**src/rtl/avalon_arbiter_pkg.sv**
```systemverilog
// Shared types and default widths for the two-port Avalon arbiter.
package avalon_arbiter_pkg;

   localparam int DEFAULT_INTERFACE_WIDTH_BITS = 128;
   localparam int DEFAULT_INTERFACE_ADDR_BITS  = 26;

   typedef enum logic [1:0] {
      IDLE,
      GRANT0,
      GRANT1
   } arb_state_t;

   // A requester wants the bus whenever either strobe is raised.
   function automatic logic isRequesting(input logic rd, input logic wr);
      return rd | wr;
   endfunction

endpackage

```
**src/rtl/avalon_arbiter.sv**
```systemverilog
// Two-port Avalon-MM arbiter: m0 (display reader) has priority from IDLE,
// m1 (fractal writer) is protected from preemption until its beat limit.
module avalon_arbiter
   import avalon_arbiter_pkg::*;
#(
   parameter int INTERFACE_WIDTH_BITS = DEFAULT_INTERFACE_WIDTH_BITS,
   parameter int INTERFACE_ADDR_BITS  = DEFAULT_INTERFACE_ADDR_BITS,
   parameter int MAX_GRANT_BEATS      = 64
) (
   input  logic                              interface_clock,
   input  logic                              reset,

   input  logic [INTERFACE_ADDR_BITS-1:0]    m0_address,
   input  logic [INTERFACE_WIDTH_BITS/8-1:0] m0_byte_enable,
   input  logic                              m0_read,
   input  logic                              m0_write,
   input  logic [INTERFACE_WIDTH_BITS-1:0]   m0_write_data,
   output logic [INTERFACE_WIDTH_BITS-1:0]   m0_read_data,
   output logic                              m0_acknowledge,

   input  logic [INTERFACE_ADDR_BITS-1:0]    m1_address,
   input  logic [INTERFACE_WIDTH_BITS/8-1:0] m1_byte_enable,
   input  logic                              m1_read,
   input  logic                              m1_write,
   input  logic [INTERFACE_WIDTH_BITS-1:0]   m1_write_data,
   output logic [INTERFACE_WIDTH_BITS-1:0]   m1_read_data,
   output logic                              m1_acknowledge,

   output logic [INTERFACE_ADDR_BITS-1:0]    interface_address,
   output logic [INTERFACE_WIDTH_BITS/8-1:0] interface_byte_enable,
   output logic                              interface_read,
   output logic                              interface_write,
   output logic [INTERFACE_WIDTH_BITS-1:0]   interface_write_data,
   input  logic [INTERFACE_WIDTH_BITS-1:0]   interface_read_data,
   input  logic                              interface_acknowledge,

   output logic                              protocol_error,
   input  logic                              protocol_error_reset
);

   localparam int BEAT_BITS = $clog2(MAX_GRANT_BEATS + 1);
   localparam logic [BEAT_BITS-1:0] BEAT_MAX      = BEAT_BITS'(MAX_GRANT_BEATS);
   localparam logic [BEAT_BITS-1:0] BEAT_LAST_ACK = BEAT_BITS'(MAX_GRANT_BEATS - 1);

   arb_state_t             r_state;
   arb_state_t             w_nextState;
   logic [BEAT_BITS-1:0]   r_beatCount;
   logic                   r_protocolError;

   logic                   w_m0Req;
   logic                   w_m1Req;
   logic                   w_limitHit;
   logic                   w_errSet;

   assign w_m0Req    = isRequesting(m0_read, m0_write);
   assign w_m1Req    = isRequesting(m1_read, m1_write);
   assign w_limitHit = interface_acknowledge && (r_beatCount >= BEAT_LAST_ACK);

   // Read and write together is illegal; so is an acknowledge with no owner.
   assign w_errSet = (m0_read & m0_write) | (m1_read & m1_write)
                   | ((r_state == IDLE) & interface_acknowledge);

   assign m0_read_data   = interface_read_data;
   assign m1_read_data   = interface_read_data;
   assign protocol_error = r_protocolError;

   always_ff @(posedge interface_clock or posedge reset) begin
      if (reset) begin
         r_state <= IDLE;
      end else begin
         r_state <= w_nextState;
      end
   end

   // The grant only moves when the owner releases or on an acknowledged beat,
   // so a transfer already on the bus is never redirected to the other port.
   always_comb begin
      w_nextState = r_state;
      case (r_state)
         IDLE: begin
            if (w_m0Req) begin
               w_nextState = GRANT0;
            end else if (w_m1Req) begin
               w_nextState = GRANT1;
            end
         end
         GRANT0: begin
            if (!w_m0Req) begin
               w_nextState = w_m1Req ? GRANT1 : IDLE;
            end else if (w_limitHit && w_m1Req) begin
               w_nextState = GRANT1;
            end
         end
         GRANT1: begin
            if (!w_m1Req) begin
               w_nextState = w_m0Req ? GRANT0 : IDLE;
            end else if (w_limitHit && w_m0Req) begin
               w_nextState = GRANT0;
            end
         end
         default: w_nextState = IDLE;
      endcase
   end

   always_ff @(posedge interface_clock or posedge reset) begin
      if (reset) begin
         r_beatCount <= '0;
      end else if (w_nextState != r_state) begin
         r_beatCount <= '0;
      end else if ((r_state != IDLE) && interface_acknowledge && (r_beatCount != BEAT_MAX)) begin
         r_beatCount <= r_beatCount + 1'b1;
      end
   end

   // A fresh error wins over a simultaneous clear request.
   always_ff @(posedge interface_clock or posedge reset) begin
      if (reset) begin
         r_protocolError <= 1'b0;
      end else if (w_errSet) begin
         r_protocolError <= 1'b1;
      end else if (protocol_error_reset) begin
         r_protocolError <= 1'b0;
      end
   end

   always_comb begin
      interface_address     = '0;
      interface_byte_enable = '0;
      interface_read        = 1'b0;
      interface_write       = 1'b0;
      interface_write_data  = '0;
      m0_acknowledge        = 1'b0;
      m1_acknowledge        = 1'b0;
      case (r_state)
         GRANT0: begin
            interface_address     = m0_address;
            interface_byte_enable = m0_byte_enable;
            interface_read        = m0_read;
            interface_write       = m0_write & ~m0_read;
            interface_write_data  = m0_write_data;
            m0_acknowledge        = interface_acknowledge;
         end
         GRANT1: begin
            interface_address     = m1_address;
            interface_byte_enable = m1_byte_enable;
            interface_read        = m1_read;
            interface_write       = m1_write & ~m1_read;
            interface_write_data  = m1_write_data;
            m1_acknowledge        = interface_acknowledge;
         end
         default: ;
      endcase
   end

endmodule

```
**config.mk**
```make
export PLATFORM = sky130hd
export DESIGN_NAME = avalon_arbiter
export DESIGN_NICKNAME = d
export VERILOG_FILES = /design/src/rtl/avalon_arbiter_pkg.sv /design/src/rtl/avalon_arbiter.sv
export SDC_FILE = /design/constraint.sdc
export NUM_CORES = 1
export LEC_CHECK = 0
export ABC_AREA = 1
export CAP_MARGIN = 20
export CORE_AREA = 2 2 356 358
export CTS_CLUSTER_SIZE = 24
export DETAILED_ROUTE_END_ITERATION = 12
export DIE_AREA = 0 0 358 360
export PLACE_DENSITY_LB_ADDON = 0.08
export SYNTH_ARGS = -nofsm -noshare
export SYNTH_HDL_FRONTEND = slang
export SYNTH_SLANG_ARGS = --single-unit
```
**constraint.sdc**
```tcl
create_clock -name interface_clock -period 1.55 [get_ports interface_clock]
set_input_delay 0.155 -clock interface_clock [delete_from_list [all_inputs] [get_ports interface_clock]]
set_output_delay 0.155 -clock interface_clock [all_outputs]
set_load 0.05 [all_outputs]
```
# --- After elaboration in Yosys (flattened, before gate mapping) ---
# Cells that the tools add are included.
totals:
  regBits: 10
  input_bits: 476
  output_inout_bits: 431
  word_cells: 49
op_classes:
  add_sub_neg: 1
  magnitude_cmp: 1
  eq_ne: 4
  muxes: 20
  n_bitwise: 11
  reduce_logical: 9
ops:
  columns: ["cell", "count"]
  rows:
  - ["case mux 128 bit (2 select lines)", 1]
  - ["case mux 26 bit (2 select lines)", 1]
  - ["case mux 16 bit (2 select lines)", 1]
  - ["2-to-1 mux 2 bit", 7]
  - ["2-to-1 mux 7 bit", 2]
  - ["adder 7 x 1 -> 7 bit (second input constant)", 1]
  - ["greater-or-equal comparator 7 x 6 -> 1 bit (second input constant)", 1]
  - ["inequality test 7 bit (second input constant)", 1]
  - ["case mux 2 bit (3 select lines)", 1]
  - ["nonzero test 2 bit", 3]
  - ["AND 1 bit", 5]
  - ["logical AND 1 bit", 5]
  - ["2-to-1 mux 1 bit", 5]
  - ["bitwise OR 1 bit", 4]
  - ["case mux 1 bit (2 select lines)", 2]
  - ["== test 2 x 1 -> 1 bit (second input constant)", 1]
  - ["== test 2 bit (second input constant)", 1]
  - ["zero test 2 bit", 1]
  - ["inequality test 2 bit", 1]
  - ["inverter 1 bit", 2]

# --- Longest topological paths before layout ---
depth:
  depth_word: 8
  mapped_depth: 15
  mapped_depth_nobuf: 15

# --- Least setup slack after synthesis ---
# No wires, ideal clock.
synth_path:
  path_kind: "register to output"
  startpoint: "register r_state[1]"
  endpoint: "output port interface_write_data[100]"
  arrival_time_ns: 2.140
  required_time_ns: 1.395
  setup_slack_ns: -0.745
  stages_incl_launch_ff: 7
  n_path_buf: 2
  cell_sequence: "dfrtp_1 > inv_1 > ha_1 > clkbuf_1 > clkbuf_1 > nand2_1 > a21oi_1"
synth_via:
  elab_chain_cells: 2
  word_cells_on_any_way: 3
  cone_classes: "eq/ne: 2; mux: 1"
synth_rtl:
  columns: ["item", "line_no", "rtl"]
  rows:
  - ["start, declared", "avalon_arbiter.sv:45", "arb_state_t r_state;"]
  - ["start signal, assigned", "avalon_arbiter.sv:71", "r_state <= w_nextState;"]
  - ["== test 2 bit / == test 2 x 1 -> 1 bit (equally long branches)", "avalon_arbiter.sv:134", "case (r_state)"]
  - ["case mux 128 bit (2 select lines) (*)", "avalon_arbiter.sv:134", null]
  - ["end, declared", "avalon_arbiter.sv:33", "output logic [INTERFACE_WIDTH_BITS-1:0] interface_write_data,"]
# Mark *: on every way between the ends. The rest lies on a longest branch, timed or not.

# --- Final worst setup path ---
layout_path:
  startpoint: "register r_state[0]"
  endpoint: "output port interface_write_data[51]"
# Same word-level chain as after synthesis.

==> metrics.csv <==
stage,metric,value,unit
timing,slew_headroom,65.94,%
route,vias_per_cell,2.473,
global_routing,first_global_vias,8106,
global_routing,grt_first_pass_wirelength,64.31,mm
cells_and_area,nNetsFinal,1795,
floorplanning,core,124900,um^2
outcome,status,"complete, but fails checks",
placement,port-buffer-count,522,
power_and_ir_drop,total_power,33.60,mW
timing,fmax,491.4,MHz
placement,hpwlAfterDp,38.70,mm
power_and_ir_drop,irDropWorstVdd,0.6636,mV
clock_network,ctsHoldBuffers,0,
timing,setup_slack,-485.0,ps
route,drt_pre_antenna_iters,4,
timing,whs,257.0,ps
timing,fin_skew,6.116,ps
route,wirelength,48.54,mm
clock_network,clock_latency,250,ps
logic_synthesis,synthTopCellsByCount,"nand2_1, buf_4, a21oi_1, clkbuf_1, inv_1",
floorplanning,dieArea,128900,um^2
timing,period_share,131.3,%
power_and_ir_drop,power.density,2045,nW/um^2
clock_network,cts_max_level,1,
logic_synthesis,yosysTopAreaCell,buf_4,
logic_synthesis,ys_top_cells_by_area,"buf_4, nand2_1, a21oi_1",
critical_path,critPathArrivalTime,1880,ps
floorplanning,die_w,358,um
placement,gp_congestion,0.7046,
clock_network,clock_sinks,10,
clock_network,cts_buffer_depth,2,
logic_synthesis,yosysTopAreaCellShare,37.88,%
clock_network,cts_buffers,3,
timing,period_needed,2035,ps
clock_network,cts_tree,done,
logic_synthesis,yosysUniqueCellTypes,24,
route,drc,0,
global_routing,met2_usage,11.25,%
logic_synthesis,ys.flop_type,dfrtp_1,
global_routing,busiest_layer,met2,
logic_synthesis,synth-edff-count,0,
logic_synthesis,async_flop_share,100.0,%
clock_network,ctsRootBufferMaster,clkbuf_16,
cells_and_area,post_route_cells_drive_above_1_share,53.96,%
global_routing,grt_usage,7.032,%
critical_path,cp-start-kind,register,
route,vias,7331,
placement,placed_cell_area,13180,um^2
logic_synthesis,synth.ff_latch_count,10,
global_routing,gr-usage-met1,7.991,%
logic_synthesis,ys_seq_area_share,4.932,%
critical_path,cp.required,1390,ps
logic_synthesis,yosysMostFrequentCell,nand2_1,
floorplanning,rows,130,
floorplanning,io_pins,907,
critical_path,worstSetupPathType,reg -> out,
global_routing,overflow,0,
timing,drv_slew,0,
critical_path,crit_fanout,8,
route,detail-route-antenna-nets,0,
route,wl_per_cell,16.38,um
placement,place_ws,-332.5,ps
cells_and_area,syn_to_final_growth,223.7,%
min_path,hold_path_class,in -> async,
timing,fin_setup_tns,-72750,ps
timing,hold_viol,0,
global_routing,met3_usage,4.831,%
flow_run,maxCapViolCount,0,
timing,rsz0062_at_grt,yes,
power_and_ir_drop,leakagePower,5.610,nW
clock_network,clkTransAtPathRegs,50,ps
outcome,violations,setup timing,
logic_synthesis,netlist_area,5074,um^2
route,drt_iter0_drc,149,
global_routing,grt_max_degree,24,
critical_path,cp-end-kind,output pin,
cells_and_area,final_cell_area,16430,um^2
floorplanning,dieHeight,360,um
logic_synthesis,syn_inst,934,
floorplanning,start_util,4.061,%
timing,setup_violations,183,
timing,worst_slew_pin_slew,510.3,ps
logic_synthesis,avgSynthCellArea,5.432,um^2
logic_synthesis,syn-num-nets,1416,
logic_synthesis,ys.warnings.count,0,
global_routing,antenna_found_initial,19,
routing by layer:
metal | wire, um | up-vias
met5 | 153 | -
met4 | 218 | 26
met3 | 7178 | 52
met2 | 21870 | 494
met1 | 19120 | 3303
li1 | - | 3456
power breakdown:
part / switching [mW] / total (mW) / leakage [nW] / internal, mW
sequential: 0.0273 / 0.327 / 0.133 / 0.300
combinational: 18.2 / 32.7 / 5.43 / 14.5
clock: 0.165 / 0.557 / 0.0442 / 0.392
total: 18.4 / 33.6 / 5.61 / 15.2
state kept, by name, summed over array words and instances (netlist names):
signal,cells
r_state,2
protocol_error,1
r_beatCount,7
area by class of cell:
cell class | instances | area (um^2)
Clock buffer | 4 | 88.84
Tap cell | 1650 | 2064
Fill cell | 14276 | 108500
Sequential cell | 10 | 250.2
Timing Repair Buffer | 686 | 8594
Inverter | 23 | 105.1
Multi-Input combinational cell | 589 | 5318
Antenna cell | 2 | 5.005
stage by stage:
stage,util (%),instances
finish,13.15,2964
global route,13.15,2962
CTS,12.03,2948
detailed placement,10.55,2899
global placement,10.55,2899
floorplan,-,934
final timing paths:
kind,start,endpoint,slack [ps],depth (start not counted)
max in group asynchronous,reset,r_state[0],940,2
setup reg to reg,r_state[0],r_beatCount[3],-380,15
setup / recovery,r_state[0],interface_write_data[51],-490,8
min in group interface_clock,interface_read_data[7],m0_read_data[7],310,0
hold reg to reg,r_beatCount[6],r_beatCount[6],570,2
hold / removal,reset,r_beatCount[3],260,2
logic make-up (layout without fill, tap and decap cells):
group | after synthesis | in the layout | share of synthesized area [%]
other | 0 | 2 | 0
flip-flops | 10 | 10 | 4.932
XOR/XNOR | 6 | 6 | 1.036
AND/OR/NAND/NOR | 399 | 399 | 31.15
adder cells (fa/ha/maj) | 6 | 6 | 1.480
AO/OA/AOI/OAI | 178 | 178 | 17.68
buffers and inverters | 335 | 713 | 43.72
timing repair:
action	CTS	global route
cloned	12	12
setup buffers	34	11
pin swaps	14	90
resized for setup	287	313
endpoints found under the setup margin	183	183
placed cells by master, fill, tap and decap left out, drive strengths merged:
cell,n
nor3,4
nand4,2
diode,2
nor2,16
dfrtp,10
clkbuf,15
ha,6
inv,23
o2111ai,1
buf,328
nand2,367
nand3b,1
clkdlybuf4s50,347
xnor2,1
a21oi,175
a211oi,1
xor2,5
nand3,9
o21ai,1
critical path, cell delays in order (launching register included):
cell and delay, ps:
dfrtp_1 380, inv_2 80, ha_4 330, inv_16 80
buf_16 160, buf_12 150, buf_12 130, a21oi_4 110
buf_6 170
(Power assumes the default switching activity.)
